File: src/rtl/multicycle_ctrl.sv
`default_nettype none
// ============================================================================
// Module   : multicycle_ctrl
// Brief    : Control FSM for a multicycle RV32 datapath. Sequences fetch,
//            decode, execute, memory access and write-back, drives the memory,
//            PC and register-file strobes, flags illegal instruction classes
//            with a sticky trap and counts retired instructions.
// Revision : 1.0 - initial release
// ============================================================================
module multicycle_ctrl (
    input  logic        clk,
    input  logic        rst,
    // Instruction class lines from the main decoder
    input  logic        R,
    input  logic        I_L,
    input  logic        I_C,
    input  logic        JALR,
    input  logic        S,
    input  logic        B,
    input  logic        LUI,
    input  logic        AUIPC,
    input  logic        JAL,
    // Datapath / memory status
    input  logic        branch_taken,
    input  logic        mem_ready,
    // Memory and instruction register
    output logic        mem_req,
    output logic        mem_we,
    output logic        addr_sel,
    output logic        ir_we,
    // PC and register file
    output logic        pc_we,
    output logic        pc_sel,
    output logic        rf_we,
    output logic [1:0]  wb_sel,
    // Status
    output logic [2:0]  state,
    output logic        trap,
    output logic [31:0] retire_cnt
);

    // State encodings (visible on the state output)
    localparam logic [2:0] c_ST_FETCH  = 3'd0;
    localparam logic [2:0] c_ST_DECODE = 3'd1;
    localparam logic [2:0] c_ST_EXEC   = 3'd2;
    localparam logic [2:0] c_ST_MEM    = 3'd3;
    localparam logic [2:0] c_ST_WB     = 3'd4;
    localparam logic [2:0] c_ST_TRAP   = 3'd5;

    // Latched instruction class
    localparam logic [3:0] c_CLS_NONE  = 4'd0;
    localparam logic [3:0] c_CLS_R     = 4'd1;
    localparam logic [3:0] c_CLS_I_C   = 4'd2;
    localparam logic [3:0] c_CLS_I_L   = 4'd3;
    localparam logic [3:0] c_CLS_S     = 4'd4;
    localparam logic [3:0] c_CLS_B     = 4'd5;
    localparam logic [3:0] c_CLS_JALR  = 4'd6;
    localparam logic [3:0] c_CLS_JAL   = 4'd7;
    localparam logic [3:0] c_CLS_LUI   = 4'd8;
    localparam logic [3:0] c_CLS_AUIPC = 4'd9;

    // Write-back source selects
    localparam logic [1:0] c_WB_ALU    = 2'd0;
    localparam logic [1:0] c_WB_MEM    = 2'd1;
    localparam logic [1:0] c_WB_PC4    = 2'd2;

    logic [2:0]  r_state;
    logic [3:0]  r_class;
    logic        r_trap;
    logic [31:0] r_retire_cnt;

    logic [2:0]  w_next_state;
    logic [3:0]  w_decoded_class;
    logic        w_load_class;
    logic        w_set_trap;
    logic        w_mem_req;
    logic        w_mem_we;
    logic        w_addr_sel;
    logic        w_ir_we;
    logic        w_pc_we;
    logic        w_pc_sel;
    logic        w_rf_we;
    logic [1:0]  w_wb_sel;

    // Priority-encode the decoder class lines; only consumed in DECODE
    always_comb begin
        w_decoded_class = c_CLS_NONE;
        if (R)          w_decoded_class = c_CLS_R;
        else if (I_C)   w_decoded_class = c_CLS_I_C;
        else if (I_L)   w_decoded_class = c_CLS_I_L;
        else if (S)     w_decoded_class = c_CLS_S;
        else if (B)     w_decoded_class = c_CLS_B;
        else if (JALR)  w_decoded_class = c_CLS_JALR;
        else if (JAL)   w_decoded_class = c_CLS_JAL;
        else if (LUI)   w_decoded_class = c_CLS_LUI;
        else if (AUIPC) w_decoded_class = c_CLS_AUIPC;
    end

    // Next-state and strobe generation; every strobe defaults low
    always_comb begin
        w_next_state = r_state;
        w_load_class = 1'b0;
        w_set_trap   = 1'b0;
        w_mem_req    = 1'b0;
        w_mem_we     = 1'b0;
        w_addr_sel   = 1'b0;
        w_ir_we      = 1'b0;
        w_pc_we      = 1'b0;
        w_pc_sel     = 1'b0;
        w_rf_we      = 1'b0;
        w_wb_sel     = c_WB_ALU;
        case (r_state)
            c_ST_FETCH: begin
                // Instruction fetch from PC; IR loads on the completing cycle
                w_mem_req = 1'b1;
                if (mem_ready) begin
                    w_ir_we      = 1'b1;
                    w_next_state = c_ST_DECODE;
                end
            end
            c_ST_DECODE: begin
                if (w_decoded_class == c_CLS_NONE) begin
                    w_set_trap   = 1'b1;
                    w_next_state = c_ST_TRAP;
                end else begin
                    w_load_class = 1'b1;
                    w_next_state = c_ST_EXEC;
                end
            end
            c_ST_EXEC: begin
                case (r_class)
                    c_CLS_B: begin
                        // Branches retire here: PC+4 or target by comparator
                        w_pc_we      = 1'b1;
                        w_pc_sel     = branch_taken;
                        w_next_state = c_ST_FETCH;
                    end
                    c_CLS_I_L, c_CLS_S: begin
                        w_next_state = c_ST_MEM;
                    end
                    c_CLS_R, c_CLS_I_C, c_CLS_LUI, c_CLS_AUIPC,
                    c_CLS_JAL, c_CLS_JALR: begin
                        w_next_state = c_ST_WB;
                    end
                    default: begin
                        w_next_state = c_ST_FETCH;
                    end
                endcase
            end
            c_ST_MEM: begin
                // Data access at the ALU-computed address
                w_mem_req  = 1'b1;
                w_addr_sel = 1'b1;
                w_mem_we   = (r_class == c_CLS_S);
                if (mem_ready) begin
                    if (r_class == c_CLS_S) begin
                        // Stores have nothing to write back; retire now
                        w_pc_we      = 1'b1;
                        w_next_state = c_ST_FETCH;
                    end else begin
                        w_next_state = c_ST_WB;
                    end
                end
            end
            c_ST_WB: begin
                w_rf_we = 1'b1;
                w_pc_we = 1'b1;
                if (r_class == c_CLS_I_L) begin
                    w_wb_sel = c_WB_MEM;
                end else if ((r_class == c_CLS_JAL) || (r_class == c_CLS_JALR)) begin
                    w_wb_sel = c_WB_PC4;
                    w_pc_sel = 1'b1;
                end
                w_next_state = c_ST_FETCH;
            end
            c_ST_TRAP: begin
                // Parked until reset with all strobes low
                w_next_state = c_ST_TRAP;
            end
            default: begin
                w_next_state = c_ST_FETCH;
            end
        endcase
    end

    // State, class, sticky trap and retire counter registers
    always_ff @(posedge clk) begin
        if (rst) begin
            r_state      <= c_ST_FETCH;
            r_class      <= c_CLS_NONE;
            r_trap       <= 1'b0;
            r_retire_cnt <= 32'd0;
        end else begin
            r_state <= w_next_state;
            if (w_load_class) begin
                r_class <= w_decoded_class;
            end
            if (w_set_trap) begin
                r_trap <= 1'b1;
            end
            if (w_pc_we) begin
                r_retire_cnt <= r_retire_cnt + 32'd1;
            end
        end
    end

    // Outputs are held low for as long as reset is asserted, which also drops
    // any memory request that was outstanding when reset arrived
    assign mem_req    = w_mem_req  & ~rst;
    assign mem_we     = w_mem_we   & ~rst;
    assign addr_sel   = w_addr_sel & ~rst;
    assign ir_we      = w_ir_we    & ~rst;
    assign pc_we      = w_pc_we    & ~rst;
    assign pc_sel     = w_pc_sel   & ~rst;
    assign rf_we      = w_rf_we    & ~rst;
    assign wb_sel     = rst ? c_WB_ALU : w_wb_sel;
    assign state      = rst ? c_ST_FETCH : r_state;
    assign trap       = r_trap & ~rst;
    assign retire_cnt = rst ? 32'd0 : r_retire_cnt;

endmodule
`default_nettype wire
File: config.mk
export PLATFORM = sky130hd
export DESIGN_NAME = multicycle_ctrl
export DESIGN_NICKNAME = d
export VERILOG_FILES = /design/src/rtl/multicycle_ctrl.sv
export SDC_FILE = /design/constraint.sdc
export NUM_CORES = 1
export LEC_CHECK = 0
export CORE_MARGIN = 8
export CORE_UTILIZATION = 30
export CTS_BUF_LIST = sky130_fd_sc_hd__clkbuf_8
export DETAILED_ROUTE_END_ITERATION = 8
export PLACE_DENSITY = 0.52
export SYNTH_ARGS = -nofsm -noshare
export SYNTH_HDL_FRONTEND = slang
export SYNTH_SLANG_ARGS = --single-unit
File: constraint.sdc
create_clock -name clk -period 6.5 [get_ports clk]
set_input_delay 1.95 -clock clk [delete_from_list [all_inputs] [get_ports clk]]
set_output_delay 1.95 -clock clk [all_outputs]
set_load 0.005 [all_outputs]
==> impl_results.md <==
- Placer Congestion: between 0.7 and 0.8
- WL final: 6.435 mm
- Seq/Total Area, Yosys: 0.3333
- Grt ovf: 0
- Fin crit period: between 5000 and 6000 ps
- Core area: between 0.007 and 0.008 sq mm
- Full die area: 0.01113 sq mm
- EDFF count, synth: 0
- Startpoint types: input pin
- Largest cells by area after synthesis: dfxtp_1 33%, nor2b_1 9.9%, nor2_1 6.6%, xor2_1 5.1%, a21oi_1 4.6%
- R2R setup slack: 3690 ps
- CTS tree: done
- Worst r2r dst: r_retire_cnt[28]$_SDFFE_PP0P_
- Setup violations, final: 0
- Peak Freq: 0.1782 GHz
- Status: complete, no violations
- Maximum vdd drop: 107.7 uV
- DRC viols: 0
- Clock sink count: 40
- Worst path required time: 4550 ps
- Hold-fix buffers, CTS: 0
- Unrepaired setup endpoints after global routing: false
- Critical-path cell list: clkdlybuf4s50_1 > and3b_1 > o211a_1 > nor2_1 > nor2_1 > clkdlybuf4s50_1
- Resized cells post-CTS: 0
- First-pass GRT wire length: ~11 mm
- Setup TNS Final: 0 ps
- Final #Nets: 370
- Max-Cap Viols: 0
- Slew Limit Fails: 0
- Design area: 0.003141 sq mm
- Worst slew pin tran: ~920 ps
- Pin count of the biggest net entering global routing: 43
- Filler cells: 809
- Worst slew margin: 0.3843
- Reg2reg start: r_state[2]$_SDFFE_PP0P_
- Row count: 32
- Worst R2R Path Depth: 5
- Netlist cell types: 44
- Slowest-stage cell, CP: clkdlybuf4s50_1
- Synth top area share: 0.3333
- CTS max path bufs: 2
- Post-synth net total: around 320
- Pwr dens: 162.8 mW/mm^2
- Antenna diode count: 0
- Synth Flop Type: dfxtp_1
- # placed instances: 451
- DR vias: between 2000 and 2500
- Post-synthesis cell area: 0.002402 sq mm
- Post-Route Skew: roughly 11 ps
- Worst Hold Endpoint: r_trap$_SDFFE_PP0P_
- Num CTS Buffers: 5
- Vias in the first global route: 2314
- Antenna violations before repair: 0
- Flops & latches, synth: 40
- Yosys warns: 0
- Final ANT Viol Nets: 0
- Final Core Density: 0.4064
- Crit share post-route: 0.8634
- Arrival time at the worst endpoint: 3660 ps
- Final hold vios: 0
- Clock Root Buffer: clkbuf_8
- Leakage power: ~1.1 nW
- Count leader, synth: nor2_1
- I/O pin cnt: 58
- Mean area per synthesized cell: about 7.8 sq um
- I/O Buffers: 57
- Commonest cells in the netlist: 42 x nor2_1, 40 x dfxtp_1, 38 x nor2b_1
- Initial core utilization: 0.3109
- Initial detailed-routing violation count: 117
- Endpoint class of the critical path: output pin
- Non-Filler Instances: 459
- GRT Overall Usage: 0.1150
- Hpwl dp: 4.737 mm
- Wire per inst: 14.02 microns
- Die H: 105.5 microns
- 1st-pass router iterations: 4
- Critical path peak fanout: 5
- Clk slew on worst S/H paths: 70 ps
- Vias/cell: a little over 5
- Top cell type by total area after synthesis: dfxtp_1
- Cell Area, Placed: around 0.0030 sq mm
- CTS H-tree lvls: 2
- Hold depth: 2
- Setup Fix Bufs, Post-CTS: 0
- Later-pin clock latency in the skew report: 290 ps
- HP Class: register to register
- WS Path Type: input pin to output pin
- Fraction of layout cells with a size suffix above 1: 0.05602
- Post-synth ARST share: 0
- Area delta synth->final: 30.73%
- Hold path start: r_trap$_SDFFE_PP0P_
- Total power: around 500 uW
- Crit path largest cell delay: 500 ps
- Die width: 105.5 microns
- Post-Syn Instances: between 300 and 400
==> worst max-delay path: cells and delay by family <==
| family | cells | cell delay (ps) |
|---|---|---|
| buffers and inverters | 2 | 950 |
| AND/OR/NAND/NOR | 3 | 500 |
| AO/OA/AOI/OAI | 1 | 250 |
==> per-stage QoR <==
step,setup slack (ps),hold slack (ps)
3_5_place_dp,892.0,451.6
3_3_place_gp,886.8,450.1
4_1_cts,878.0,473.3
6_report,887.6,464.3
2_1_floorplan,1680,429.0
5_1_grt,783.3,498.3
==> cell type report <==
type                            count  area (sq um)  area share
Sequential cell                    40         800.8      0.2550
Clock buffer                        5         68.82     0.02191
Inverter                            8         30.03    0.009562
Tap cell                          102         127.6     0.04064
Clock inverter                      3         38.79     0.01235
Multi-Input combinational cell    242          1494      0.4757
Timing Repair Buffer               59         580.6      0.1849
==> placed cells by master (no fill, tap or decap), drive strengths merged, types with 3 or more instances in the layout <==
master / instances
a21oi: 22
and2: 3
and3: 9
and4: 3
buf: 3
clkbuf: 5
clkdlybuf4s50: 56
dfxtp: 40
inv: 9
mux2: 4
nand2: 11
nand2b: 4
nand3: 7
nor2: 42
nor2b: 38
nor3: 4
nor3b: 3
nor4: 6
o2111ai: 4
o211ai: 8
o21a: 3
o21ai: 16
o21bai: 3
o31ai: 8
or3: 6
or4: 10
xor2: 14
==> sequential cells by signal (all words and copies together) (netlist names) <==
register	flops
r_trap	1
r_state	3
r_class	4
r_retire_cnt	32
==> report_power, final <==
group          total, mW  internal [mW]  switching, mW
logic             0.0534         0.0256         0.0278
clock network      0.200          0.112         0.0873
registers          0.258          0.249        0.00969
==> metal layers <==
metal,GRT usage,share of wire,vias to the layer above
met4,0.02752,0.0079,0
met3,0.03350,0.046,7
li1,-,-,1194
met1,0.1356,0.46,1097
met5,0,0,-
met2,0.1996,0.48,34
==> kinds of logic (layout without fill, tap and decap cells) <==
family	count (synthesis)	in the layout	share of synthesized area
and+or+nand+nor	150	150	0.3505
DFF	40	40	0.3333
adders and majority gates	1	1	0.005208
xor gates and xnor gates	14	14	0.05104
AOI/OAI and AO/OA	72	72	0.1906
buffers and inverters	26	75	0.04479
muxes	5	5	0.02448
==> worst max-delay path by stage <==
stage	startpoint	end	slack (ps)	cells past startpoint
final	mem_ready	pc_we	890	6
after global routing	mem_ready	pc_we	780	6
after CTS	mem_ready	pc_we	880	6
after detailed placement	mem_ready	pc_we	890	6
after global placement	mem_ready	pc_we	890	6
after floorplan	rst	pc_we	1680	4
Power figures use the tool's default switching activity.
